### src/rtl/fsqrt_arbiter.sv
// rtl/fsqrt_arbiter.sv - round-robin sharing of one pipelined fsqrt unit among N requesters
// Optional perf counters (perf_issue/perf_stall) enabled by defining FSQRT_ARB_PERF_EN.
module fsqrt_arbiter #(
    parameter int N   = 4,
    parameter int LAT = 2
) (
    input  logic              clk,
    input  logic              rstn,
    input  logic [N-1:0]      req_valid,
    input  logic [32*N-1:0]   req_data,
    output logic [N-1:0]      req_ready,
    input  logic              flush,
    output logic [31:0]       sq_a,
    input  logic [31:0]       sq_result,
    output logic [N-1:0]      rsp_valid,
    output logic [31:0]       rsp_data,
    output logic              busy
`ifdef FSQRT_ARB_PERF_EN
    ,
    output logic [31:0]       perf_issue,
    output logic [31:0]       perf_stall
`endif
);
    localparam int IDW = (N > 1) ? $clog2(N) : 1;

    logic [IDW-1:0] rr_ptr_q, rr_ptr_d;
    logic [IDW-1:0] grant_id;
    logic [IDW:0]   idx;
    logic           grant_any;
    logic           xfer;
    logic [LAT-1:0] vld_q;
    logic [IDW-1:0] id_q [LAT];

    // Scan from the highest offset down so the last hit is the first index after rr_ptr.
    always_comb begin
        grant_any = 1'b0;
        grant_id  = '0;
        idx       = '0;
        for (int k = N - 1; k >= 0; k--) begin
            idx = {1'b0, rr_ptr_q} + (IDW+1)'(k);
            if (idx >= (IDW+1)'(N)) begin
                idx = idx - (IDW+1)'(N);
            end
            if (req_valid[idx[IDW-1:0]]) begin
                grant_any = 1'b1;
                grant_id  = idx[IDW-1:0];
            end
        end
    end

    // Holding reset also masks the combinational grant so every output reads zero.
    assign xfer = grant_any & ~flush & rstn;

    always_comb begin
        req_ready = '0;
        if (xfer) begin
            req_ready[grant_id] = 1'b1;
        end
    end

    assign sq_a = xfer ? req_data[32*grant_id +: 32] : 32'h0;

    assign rr_ptr_d = !xfer                        ? rr_ptr_q :
                      (grant_id == IDW'(N - 1))    ? '0       :
                                                     grant_id + 1'b1;

    always_ff @(posedge clk or negedge rstn) begin
        if (!rstn) begin
            rr_ptr_q <= '0;
            vld_q    <= '0;
            for (int s = 0; s < LAT; s++) begin
                id_q[s] <= '0;
            end
        end else begin
            rr_ptr_q <= rr_ptr_d;
            vld_q[0] <= xfer;
            id_q[0]  <= grant_id;
            for (int s = 1; s < LAT; s++) begin
                vld_q[s] <= vld_q[s-1];
                id_q[s]  <= id_q[s-1];
            end
            if (flush) begin
                vld_q <= '0;
            end
        end
    end

    always_comb begin
        rsp_valid = '0;
        if (vld_q[LAT-1]) begin
            rsp_valid[id_q[LAT-1]] = 1'b1;
        end
    end

    assign rsp_data = sq_result;
    assign busy     = |vld_q;

`ifdef FSQRT_ARB_PERF_EN
    logic [31:0] perf_issue_q, perf_stall_q;

    always_ff @(posedge clk or negedge rstn) begin
        if (!rstn) begin
            perf_issue_q <= '0;
            perf_stall_q <= '0;
        end else begin
            if (xfer) begin
                perf_issue_q <= perf_issue_q + 32'd1;
            end
            if (|(req_valid & ~req_ready)) begin
                perf_stall_q <= perf_stall_q + 32'd1;
            end
        end
    end

    assign perf_issue = perf_issue_q;
    assign perf_stall = perf_stall_q;
`endif

endmodule

### config.mk
export PLATFORM = sky130hd
export DESIGN_NAME = fsqrt_arbiter
export DESIGN_NICKNAME = d
export VERILOG_FILES = /design/src/rtl/fsqrt_arbiter.sv
export SDC_FILE = /design/constraint.sdc
export NUM_CORES = 1
export LEC_CHECK = 0
export CAP_MARGIN = 10
export CORE_AREA = 2 2 93 95
export DETAILED_ROUTE_END_ITERATION = 16
export DIE_AREA = 0 0 95 97
export PLACE_DENSITY = 0.82
export SETUP_SLACK_MARGIN = 0.15
export SYNTH_ARGS = -nofsm -noshare
export SYNTH_HDL_FRONTEND = slang
export SYNTH_SLANG_ARGS = --single-unit
### constraint.sdc
create_clock -name clk -period 2.1 [get_ports clk]
set_clock_uncertainty 0.1 [all_clocks]
set_input_delay 0.21 -clock clk [delete_from_list [all_inputs] [get_ports clk]]
set_output_delay 0.21 -clock clk [all_outputs]
set_load 0.03 [all_outputs]
==> impl_metrics.toml <==
[run_status]
status = "complete, but fails checks"
violations = "setup timing"

[setup_path]
r2r_setup_slack_ns = 0.29
reg2reg_to = "rr_ptr_q[1]"
cp_max_fo = 8
r2r-start = "rr_ptr_q[1]"
end_kind = "output port"
critPathArrivalTime_ns = 1.98
r2r_cells = 8
endpoint = "sq_a[30]"
worst-setup-path-type = "flop to output port"
crit_start = "rr_ptr_q[1]"
start_kind = "flop"
crit_required_ns = 1.79

[global_route]
antenna_found_initial = 0
grt_pass1_vias = 2267
grt_first_pass_wirelength_um = 10930
overflow = 0
grt_usage = 0.1489
grt_max_degree = 19

[clocking]
cts_hold_buf = 0
cts_buffer_depth = 2
cts-root-buf = "clkbuf_8"
htree_levels = 1
cts_made_buffers = 3
clkSinkCount = 8
clock_latency_ns = 0.23
path_clk_slew_ns = 0.04
cts_tree = "done"

[sta]
min_period_over_period = 1.091
min_period_ns = 2.292
hold_viol_final = 0
setup_viol = 36
max_freq_mhz = 436.3
slew_headroom = 0.7813
holdWs_ns = 0.2135
worst_pin_slew_ns = 0.3277
drv_slew = 0
worst_slack_ns = -0.1920
rsz0062_at_grt = "true"

[flow_run]
maxCapViolCount = 0

[floorplanning]
die_width_um = 95
start_util = 0.2263
placementRows = 33
core_mm2 = 0.008134
dieArea_mm2 = 0.009215
die_y_um = 97
ioPinCount = 240

[drt]
routed_via_density = 4.634
wl_um = 7484
num_vias = 2104
drtAntennaViolNets = 0
drc = 0
firstDrtPassIters = 4
wire_per_inst_um = 16.48
drt_iter0_markers = 35

[layout]
drive_above_1_share = 0.4097
fin_nets = 522
n_antenna_cell = 0
final_util = 0.5062
fillers = 730
syn2layout_area_growth_pct = 123.7

[power_and_ir_drop]
switching_share = 0.3901
clock_power_share = 0.079
p_int_mw = 1.397
powerDensity_mw_per_mm2 = 556.1
switchingPower_mw = 0.8932
p_leak_nw = 1.767
pwr-share-seq = 0.096
ir_drop_v = 0.0002172
combPwrFrac = 0.825

[placement]
io_buffers = 175
place.gp.congestion = 0.7025
dp_hpwl_um = 5236

[yosys]
synth_seq_cells = 8
syn-mean-instance-area_um2 = 10.00
yosys.cell_count.top_type = "mux2i_1"
synth_cells = 184
synth_warnings = 0
ys.flop_type = "dfrtp_1"
syn_nets = 355
synth.area.top_cells = "mux2i_1, o22ai_2, buf_4"
synth_area_mm2 = 0.001841
synth_edf_count = 0
synth_top_area_share = 0.3535
synthArstFlopShare = 1.000
ys_types = 29
synth_top_area_cell = "mux2i_1"
ys_seq_area_frac = 0.1088
synth_commonest_cells = "mux2i_1, buf_4, o22ai_2"

[min_path]
min_path_type = "input pin to async pin"
[layout by cell type, fill, tap and decap left out, types with 2 or more instances in the layout]
cell type / count
and2_1: 2
and2_4: 2
buf_12: 7
buf_16: 4
buf_4: 25
buf_6: 28
clkbuf_16: 3
clkbuf_8: 3
clkdlybuf4s50_1: 135
dfrtp_1: 7
dlygate4sd2_1: 4
ha_1: 3
mux2i_1: 42
mux2i_2: 19
mux2i_4: 4
nand2_1: 2
nor2b_1: 2
o22ai_2: 31
[critical path, stage by stage, from the launching register on]
cell	delay, ns
dfrtp_2	0.44
nor3b_2	0.20
a31oi_2	0.07
o211ai_4	0.10
buf_12	0.15
bufbuf_16	0.28
mux2i_2	0.23
o22ai_2	0.10
buf_4	0.17
[final cells by class]
type,count,area [µm²],area share
inverters,3,13.76,0.003342
clock buffers,3,41.29,0.01003
well taps,105,131.4,0.03191
flip-flops and latches,8,201.4,0.04892
multi-input cells,128,1483,0.3601
repair buffers,207,2247,0.5457
[metrics by stage]
step	cell area, µm²	instances	setup TNS (ns)	power [mW]	setup WS [ns]
finish	4118	454	-5.064	2.290	-0.1920
CTS	3955	451	-5.119	2.155	-0.1837
floorplan	1871	184	0	1.190	0.09425
global route	4118	454	-8.550	2.414	-0.2731
global placement	3521	436	-6.334	1.608	-0.2248
detailed placement	3521	436	-7.920	1.632	-0.2833
[layer usage]
metal | track usage | part of all wire | routed length, µm
met5 | 0 | 0 | 0
met4 | 0.03567 | 0.014 | 102
met3 | 0.02804 | 0.090 | 671
met2 | 0.3006 | 0.55 | 4080
met1 | 0.1507 | 0.35 | 2630
[kinds of logic (layout without fill, tap and decap cells)]
family                   count (synthesis)  count (layout)  share of synthesized area
AO/OA/AOI/OAI                           39              39                     0.2345
adder cells (fa/ha/maj)                  4               4                    0.02719
buffers and inverters                   48             213                     0.1971
flip-flops                               8               8                     0.1088
multiplexers                            65              65                     0.3535
AND/OR/NAND/NOR                         20              20                    0.07886
[power by group through the flow]
stage	clock network (mW)	logic (mW)	registers [mW]
after floorplan	0	0.976	0.214
after global placement	0	1.39	0.217
after detailed placement	0	1.41	0.219
after CTS	0.182	1.75	0.220
after global routing	0.195	1.99	0.226
final	0.180	1.89	0.221
[registers in the layout, summed over array words and instances, names as in the netlist]
register	cells
id_q	4
rr_ptr_q	2
vld_q	2
[how the worst min path moves through the flow]
| stage | slack (ns) | depth (start not counted) | end | start |
|---|---|---|---|---|
| finish | 0.21 | 2 | id_q[3] | rstn |
| global route | 0.23 | 2 | id_q[2] | rstn |
| CTS | 0.23 | 2 | id_q[3] | rstn |
| detailed placement | 0.23 | 0 | id_q[1] | id_q[3] |
| global placement | 0.23 | 0 | id_q[0] | id_q[2] |
| floorplan | -0.19 | 0 | id_q[0] | rstn |
[what timing repair did]
item / CTS / global route
gates resized for setup: 56 / 21
gates cloned: 5 / 3
setup endpoints to repair: 37 / 36
buffers inserted: 7 / 0
pin swaps: 2 / 1
(Power assumes the default switching activity.)
